**src/rtl/triangle_submit_arbiter_pkg.sv**
```systemverilog
// Shared constants for the triangle submit path: record layout and arbiter state encoding.
`default_nettype none

package triangle_submit_arbiter_pkg;

    localparam int VERTEX_W = 288;

    // 32-bit fields inside one triangle record.
    localparam int OFF_A_X   = 0;
    localparam int OFF_A_Y   = 32;
    localparam int OFF_B_X   = 64;
    localparam int OFF_B_Y   = 96;
    localparam int OFF_C_X   = 128;
    localparam int OFF_C_Y   = 160;
    localparam int OFF_COL_A = 192;
    localparam int OFF_COL_B = 224;
    localparam int OFF_COL_C = 256;
    localparam int FIELD_W   = 32;

    typedef enum logic [0:0] {
        ST_IDLE   = 1'b0,
        ST_LOCKED = 1'b1
    } arb_state_e;

endpackage

`default_nettype wire

```
**src/rtl/triangle_submit_arbiter_if.sv**
```systemverilog
// Requester bundle plus vertex-FIFO write side, shared by the arbiter and its sources.
`default_nettype none

interface triangle_submit_arbiter_if #(
    parameter int NUM_REQ = 2,
    parameter int DATA_W  = 288
);
    logic [NUM_REQ-1:0]        req_valid;
    logic [NUM_REQ-1:0]        req_last;
    logic [NUM_REQ*DATA_W-1:0] req_data;
    logic [NUM_REQ-1:0]        req_ready;
    logic [DATA_W-1:0]         vertex_data;
    logic                      vertex_data_valid;
    logic                      vertex_data_full;

    modport master (
        output req_valid, req_last, req_data, vertex_data_full,
        input  req_ready, vertex_data, vertex_data_valid
    );

    modport slave (
        input  req_valid, req_last, req_data, vertex_data_full,
        output req_ready, vertex_data, vertex_data_valid
    );
endinterface

`default_nettype wire

```
**src/rtl/triangle_submit_arbiter_rr_pick.sv**
```systemverilog
// Combinational round-robin picker: first set request after last_i, wrapping.
`default_nettype none

module triangle_submit_arbiter_rr_pick #(
    parameter int NUM_REQ = 2
) (
    input  wire logic [NUM_REQ-1:0] req_i,
    input  wire logic [1:0]         last_i,
    output logic [NUM_REQ-1:0]      oh_o,
    output logic [1:0]              idx_o,
    output logic                    any_o
);

    always_comb begin
        oh_o  = '0;
        idx_o = '0;
        any_o = 1'b0;
        // Offset k=NUM_REQ wraps back to last_i itself, so it is considered last.
        for (int k = 1; k <= NUM_REQ; k++) begin
            for (int j = 0; j < NUM_REQ; j++) begin
                if (!any_o && req_i[j] && (((int'(last_i) + k) % NUM_REQ) == j)) begin
                    any_o   = 1'b1;
                    idx_o   = 2'(j);
                    oh_o[j] = 1'b1;
                end
            end
        end
    end

endmodule

`default_nettype wire

```
**src/rtl/triangle_submit_arbiter.sv**
```systemverilog
// Round-robin, burst-locked arbiter feeding the rasteriser vertex FIFO at <= 1 write / 2 cycles.
`default_nettype none

module triangle_submit_arbiter
    import triangle_submit_arbiter_pkg::*;
#(
    parameter int NUM_REQ   = 2,
    parameter int DATA_W    = VERTEX_W,
    parameter int MAX_BURST = 64
) (
    input  wire logic                clock,
    input  wire logic                reset_n,
    input  wire logic                enable_i,
    triangle_submit_arbiter_if.slave bus,
    output logic                     grant_valid_o,
    output logic [1:0]               grant_id_o,
    output logic [31:0]              tri_count_o
);

    localparam logic [15:0] MAX_BURST_C = 16'(MAX_BURST);

    arb_state_e          state_q, state_d;
    logic [1:0]          grant_id_q, grant_id_d;
    logic [1:0]          last_grant_q, last_grant_d;
    logic [NUM_REQ-1:0]  grant_oh_q, grant_oh_d;
    logic [15:0]         burst_cnt_q, burst_cnt_d;
    logic [DATA_W-1:0]   vdata_q, vdata_d;
    logic                vvalid_q, vvalid_d;
    logic [31:0]         tri_count_q, tri_count_d;

    logic [NUM_REQ-1:0]  pick_oh;
    logic [1:0]          pick_idx;
    logic                pick_any;
    logic [DATA_W-1:0]   sel_data;
    logic                sel_valid;
    logic                sel_last;
    logic                ready_g;
    logic                xfer;
    logic                burst_done;

    triangle_submit_arbiter_rr_pick #(
        .NUM_REQ (NUM_REQ)
    ) u_rr_pick (
        .req_i  (bus.req_valid),
        .last_i (last_grant_q),
        .oh_o   (pick_oh),
        .idx_o  (pick_idx),
        .any_o  (pick_any)
    );

    always_comb begin
        sel_data = '0;
        for (int j = 0; j < NUM_REQ; j++) begin
            if (grant_oh_q[j]) begin
                sel_data = sel_data | bus.req_data[j*DATA_W +: DATA_W];
            end
        end
    end

    assign sel_valid = |(bus.req_valid & grant_oh_q);
    assign sel_last  = |(bus.req_last & grant_oh_q);

    // Blocking the cycle after a strobe covers the FIFO's one-cycle-late full flag.
    assign ready_g    = (state_q == ST_LOCKED) && !bus.vertex_data_full && !vvalid_q;
    assign xfer       = ready_g && sel_valid;
    assign burst_done = (burst_cnt_q + 16'd1) == MAX_BURST_C;

    always_comb begin
        state_d      = state_q;
        grant_id_d   = grant_id_q;
        last_grant_d = last_grant_q;
        grant_oh_d   = grant_oh_q;
        burst_cnt_d  = burst_cnt_q;
        vdata_d      = vdata_q;
        vvalid_d     = 1'b0;
        tri_count_d  = tri_count_q;

        if (xfer) begin
            vdata_d     = sel_data;
            vvalid_d    = 1'b1;
            tri_count_d = tri_count_q + 32'd1;
            burst_cnt_d = burst_cnt_q + 16'd1;
        end

        case (state_q)
            ST_IDLE: begin
                if (enable_i && pick_any) begin
                    grant_id_d  = pick_idx;
                    grant_oh_d  = pick_oh;
                    burst_cnt_d = '0;
                    state_d     = ST_LOCKED;
                end
            end
            ST_LOCKED: begin
                if (xfer && (sel_last || burst_done)) begin
                    last_grant_d = grant_id_q;
                    state_d      = ST_IDLE;
                end
            end
            default: state_d = ST_IDLE;
        endcase
    end

    always_ff @(posedge clock) begin
        if (!reset_n) begin
            state_q      <= ST_IDLE;
            grant_id_q   <= '0;
            last_grant_q <= 2'(NUM_REQ - 1);
            grant_oh_q   <= '0;
            burst_cnt_q  <= '0;
            vdata_q      <= '0;
            vvalid_q     <= 1'b0;
            tri_count_q  <= '0;
        end else begin
            state_q      <= state_d;
            grant_id_q   <= grant_id_d;
            last_grant_q <= last_grant_d;
            grant_oh_q   <= grant_oh_d;
            burst_cnt_q  <= burst_cnt_d;
            vdata_q      <= vdata_d;
            vvalid_q     <= vvalid_d;
            tri_count_q  <= tri_count_d;
        end
    end

    assign bus.req_ready         = grant_oh_q & {NUM_REQ{ready_g}};
    assign bus.vertex_data       = vdata_q;
    assign bus.vertex_data_valid = vvalid_q;
    assign grant_valid_o         = (state_q == ST_LOCKED);
    assign grant_id_o            = grant_id_q;
    assign tri_count_o           = tri_count_q;

endmodule

`default_nettype wire

```
**src/flat_wrapper.sv**
```systemverilog
// flat-port wrapper written by rule: the top's interface ports become plain ports
module triangle_submit_arbiter_flat import triangle_submit_arbiter_pkg::*;
#(
    parameter int NUM_REQ   = 2,
    parameter int DATA_W    = VERTEX_W,
    parameter int MAX_BURST = 64
)
  (clock, reset_n, enable_i, grant_valid_o, grant_id_o, tri_count_o, bus_req_valid, bus_req_last, bus_req_data, bus_vertex_data_full, bus_req_ready, bus_vertex_data, bus_vertex_data_valid);
  triangle_submit_arbiter_if #(.NUM_REQ(NUM_REQ), .DATA_W(DATA_W)) bus_i ();
  input  wire logic clock;
  input  wire logic reset_n;
  input  wire logic enable_i;
  output logic grant_valid_o;
  output logic [1:0] grant_id_o;
  output logic [31:0] tri_count_o;
  input wire logic [$bits(bus_i.req_valid)-1:0] bus_req_valid;
  input wire logic [$bits(bus_i.req_last)-1:0] bus_req_last;
  input wire logic [$bits(bus_i.req_data)-1:0] bus_req_data;
  input wire logic [$bits(bus_i.vertex_data_full)-1:0] bus_vertex_data_full;
  output wire logic [$bits(bus_i.req_ready)-1:0] bus_req_ready;
  output wire logic [$bits(bus_i.vertex_data)-1:0] bus_vertex_data;
  output wire logic [$bits(bus_i.vertex_data_valid)-1:0] bus_vertex_data_valid;
  assign bus_i.req_valid = bus_req_valid;
  assign bus_i.req_last = bus_req_last;
  assign bus_i.req_data = bus_req_data;
  assign bus_i.vertex_data_full = bus_vertex_data_full;
  assign bus_req_ready = bus_i.req_ready;
  assign bus_vertex_data = bus_i.vertex_data;
  assign bus_vertex_data_valid = bus_i.vertex_data_valid;
  triangle_submit_arbiter #(.NUM_REQ(NUM_REQ), .DATA_W(DATA_W), .MAX_BURST(MAX_BURST)) u_core (.clock(clock), .reset_n(reset_n), .enable_i(enable_i), .bus(bus_i), .grant_valid_o(grant_valid_o), .grant_id_o(grant_id_o), .tri_count_o(tri_count_o));
endmodule
```
**config.mk**
```make
export PLATFORM = sky130hd
export DESIGN_NAME = triangle_submit_arbiter_flat
export DESIGN_NICKNAME = d
export VERILOG_FILES = /design/src/rtl/triangle_submit_arbiter_pkg.sv /design/src/rtl/triangle_submit_arbiter_if.sv /design/src/rtl/triangle_submit_arbiter_rr_pick.sv /design/src/rtl/triangle_submit_arbiter.sv /design/src/flat_wrapper.sv
export SDC_FILE = /design/constraint.sdc
export NUM_CORES = 1
export LEC_CHECK = 0
export ABC_AREA = 1
export CORE_AREA = 2 2 355 357
export CTS_CLUSTER_DIAMETER = 50
export CTS_CLUSTER_SIZE = 16
export DETAILED_ROUTE_END_ITERATION = 10
export DIE_AREA = 0 0 357 359
export DONT_BUFFER_PORTS = 1
export GPL_TIMING_DRIVEN = 0
export PLACE_DENSITY = 0.3
export SLEW_MARGIN = 30
export SYNTH_ARGS = -nofsm -noshare
export SYNTH_HDL_FRONTEND = slang
export SYNTH_SLANG_ARGS = --single-unit
```
**constraint.sdc**
```tcl
create_clock -name clock -period 4.9 [get_ports clock]
set_clock_uncertainty 0.15 [all_clocks]
set_input_delay 0.735 -clock clock [delete_from_list [all_inputs] [get_ports clock]]
set_output_delay 0.735 -clock clock [all_outputs]
set_load 0.005 [all_outputs]
```
==> out/qor.yml <==
max_clock_freq_ghz: 0.3287
switching_share: 0.2647
clockBufferDepth: 3
syn_avg_cell_area_um2: 7.745
synth_cells: 1927
use_met2: 0.2617
drt_iter0_drc: 945
vdd_drop_max_mv: 0.2342
drive_above_1_share: 0.09317
grt.met1_usage: 0.1561
grt_overflow: 0
cp.buffers_inverters: 2
use_met3: 0.04777
cp_data_required_time_ns: 4.01
reg2reg_to: "u_core.bus.vertex_data[208]$_SDFFE_PN0P_"
initial_core_util: 0.1198
slew_headroom: 0.3034
yosysTopAreaCellShare: 0.4587
cp_top_family: "simple AND/OR/NAND/NOR gates"
path_cells: "inv_1 -> nor3_4 -> inv_1 -> nor2_1"
setup_viol: 0
hold-path-endpoint: "u_core.bus.vertex_data[75]$_SDFFE_PN0P_"
ant_nets: 0
htree_levels: 3
setup_slack_ns: 1.857
ys_ff_latch: 342
cts_tree: "done"
cp_max_fo: 4
synth-edff-count: 0
synth_fp_nets: 2514
min_period_ns: 3.043
async_flop_share: 0
cellPowerDensity_nw_per_um2: 416.7
final-seq-area_um2: 6847
place_ws_ns: 1.638
ys_warn_count: 0
status: "complete, no violations"
dpl_cell_area_um2: 17030
totalWireLength_mm: 97.59
final-hold-violation-count: 0
r2r_cells: 5
path_class: "reg -> out"
hold_path_depth: 2
stdcell_area_um2: 19350
synth.top_cells.by_area: "dfxtp_1, nand2_1, a311oi_1, nor2_1, a221oi_1"
cts.sinks: 342
grt_first_pass_wirelength_mm: 130.0
die-area_um2: 128200
place_hpwl_mm: 80.02
hold_class: "in -> reg"
maxCapViolCount: 0
gp_congestion: 0.8719
synthTopCellsByCount: "nand2_1, dfxtp_1, nor2_1"
final_util: 0.1553
synth_largest_area_cell: "dfxtp_1"
coreArea_um2: 124600
area_growth_pct: 29.68
nNetsFinal: 2589
start_kind: "flop"
arrival_ns: 2.16
fin_crit_sh: 0.6210
p_int_uw: 5930
slew_violations: 0
grt_max_degree: 13
ys_types: 37
post-cts-setup-buffers: 0
die_height_um: 359
synth_area_um2: 14930
p_switching_uw: 2135
rows: 130
io_pins: 910
cts_buffers: 67
p_leak_uw: 0.006285
cts-resized-gates: 0
combPwrFrac: 0.051
nFillCells: 14410
ys_seq_area_frac: 0.4587
die_w_um: 357
route.detailed.drc: 0
max_stage_delay_ns: 0.63
yosysMostFrequentCell: "nand2_1"
hold_buffers: 0
portBuffers: 0
vias: 15140
clockPowerShare: 0.590
grt_pass1_vias: 15380
wl_per_cell_um: 26.29
firstDrtPassIters: 7
worst_pin_slew_ns: 1.045
gr-max-usage-layer: "met2"
r2r_start: "u_core.grant_oh_q[0]$_SDFFE_PN0P_"
crit_top_cell: "inv_1"
antenna_found_initial: 25
whs_ns: 0.09988
timing.setup.tns_ns: 0
end_kind: "primary output"
rsz0062_at_grt: "false"
insertion_delay_ns: 0.65
min_from: "bus_req_data[75]"
vias_per_cell: 4.078
root_buffer: "clkbuf_16"
multiInputGateArea_um2: 7113
reg2reg_setup_slack_ns: 1.86
clkTransAtPathRegs_ns: 0.06
power_frac_seq: 0.359
synthFlopType: "dfxtp_1"
grt_usage: 0.1461
slowest_stage: "nor2_1"
[cells by family after synthesis]
group           Yosys count  synth area share
other cells               1         0.0002512
buf+inv                 231           0.06514
flops                   342            0.4587
simple gates            852            0.2265
compound gates          479            0.2357
xor+xnor                 19           0.01115
fa+ha+maj                 3          0.002515
[per-layer routing]
metal  part of all wire  vias to the layer above
met3              0.084                      148
li1                   -                     6981
met1               0.38                     7279
met4              0.035                       22
met2               0.50                      706
met5             0.0015                        -
[placed cells by master (no fill, tap or decap), types with 4 or more instances in the layout]
master        n
inv_1        56
o211ai_1      5
diode_2      12
nand2_1     439
clkbuf_2      4
xnor2_1       8
nor3_1       16
clkinv_2      7
a311oi_1    165
clkinvlp_4    4
nand4_1      15
clkbuf_16    67
dfxtp_1     342
nor2_1      341
inv_2         5
a221oi_1    122
buf_4        16
a21oi_1      29
nand3_1      28
clkbuf_1    118
clkbuf_8     13
buf_2        44
o21ai_0     146
xor2_1       11
bufinv_16     5
clkinv_4      5
[sequential cells by signal, indices dropped and copies added, names as in the netlist]
register,count
u_core.tri_count_o,32
u_core.grant_oh_q,2
u_core.grant_id_o,1
u_core.bus.vertex_data_valid,1
u_core.bus.vertex_data,288
u_core.burst_cnt_q,16
u_core.last_grant_q,1
u_core.grant_valid_o,1
[how the worst max path moves through the flow]
stage	startpoint	slack (ns)	cells past startpoint	endpoint
after floorplan	bus_vertex_data_full	2.87	3	bus_req_ready[0]
after global placement	bus_vertex_data_full	1.50	6	u_core.bus.vertex_data[201]$_SDFFE_PN0P_
after detailed placement	bus_vertex_data_full	1.64	6	u_core.bus.vertex_data[201]$_SDFFE_PN0P_
after CTS	u_core.grant_oh_q[0]$_SDFFE_PN0P_	1.79	5	u_core.bus.vertex_data[208]$_SDFFE_PN0P_
after global routing	u_core.grant_oh_q[0]$_SDFFE_PN0P_	1.75	5	u_core.bus.vertex_data[208]$_SDFFE_PN0P_
final	u_core.grant_valid_o$_SDFF_PN0_	1.86	4	bus_req_ready[0]
[power groups by stage]
stage | Combinational, µW | Clock (µW) | Sequential [µW]
CTS | 417 | 4920 | 2900
floorplan | 251 | 0 | 2920
global placement | 417 | 0 | 2960
finish | 411 | 4760 | 2900
detailed placement | 416 | 0 | 2960
global route | 456 | 5050 | 2900
[metrics by stage]
step                      instances  power, µW
final                          3712       8065
after global routing           3709       8402
after CTS                      3700       8233
after detailed placement       3583       3371
after global placement         3577       3374
after floorplan                1927       3170
[layout make-up]
type	instances	area share
multi-input combinational	1354	0.3675
sequential	342	0.3537
tap	1650	0.1067
clock buffer	87	0.09723
buffer	170	0.03866
clock inverter	30	0.02114
inverter	61	0.01183
timing repair buffer	6	0.001681
antenna	12	0.001551
Note: power is estimated with default switching activity, not from simulation.
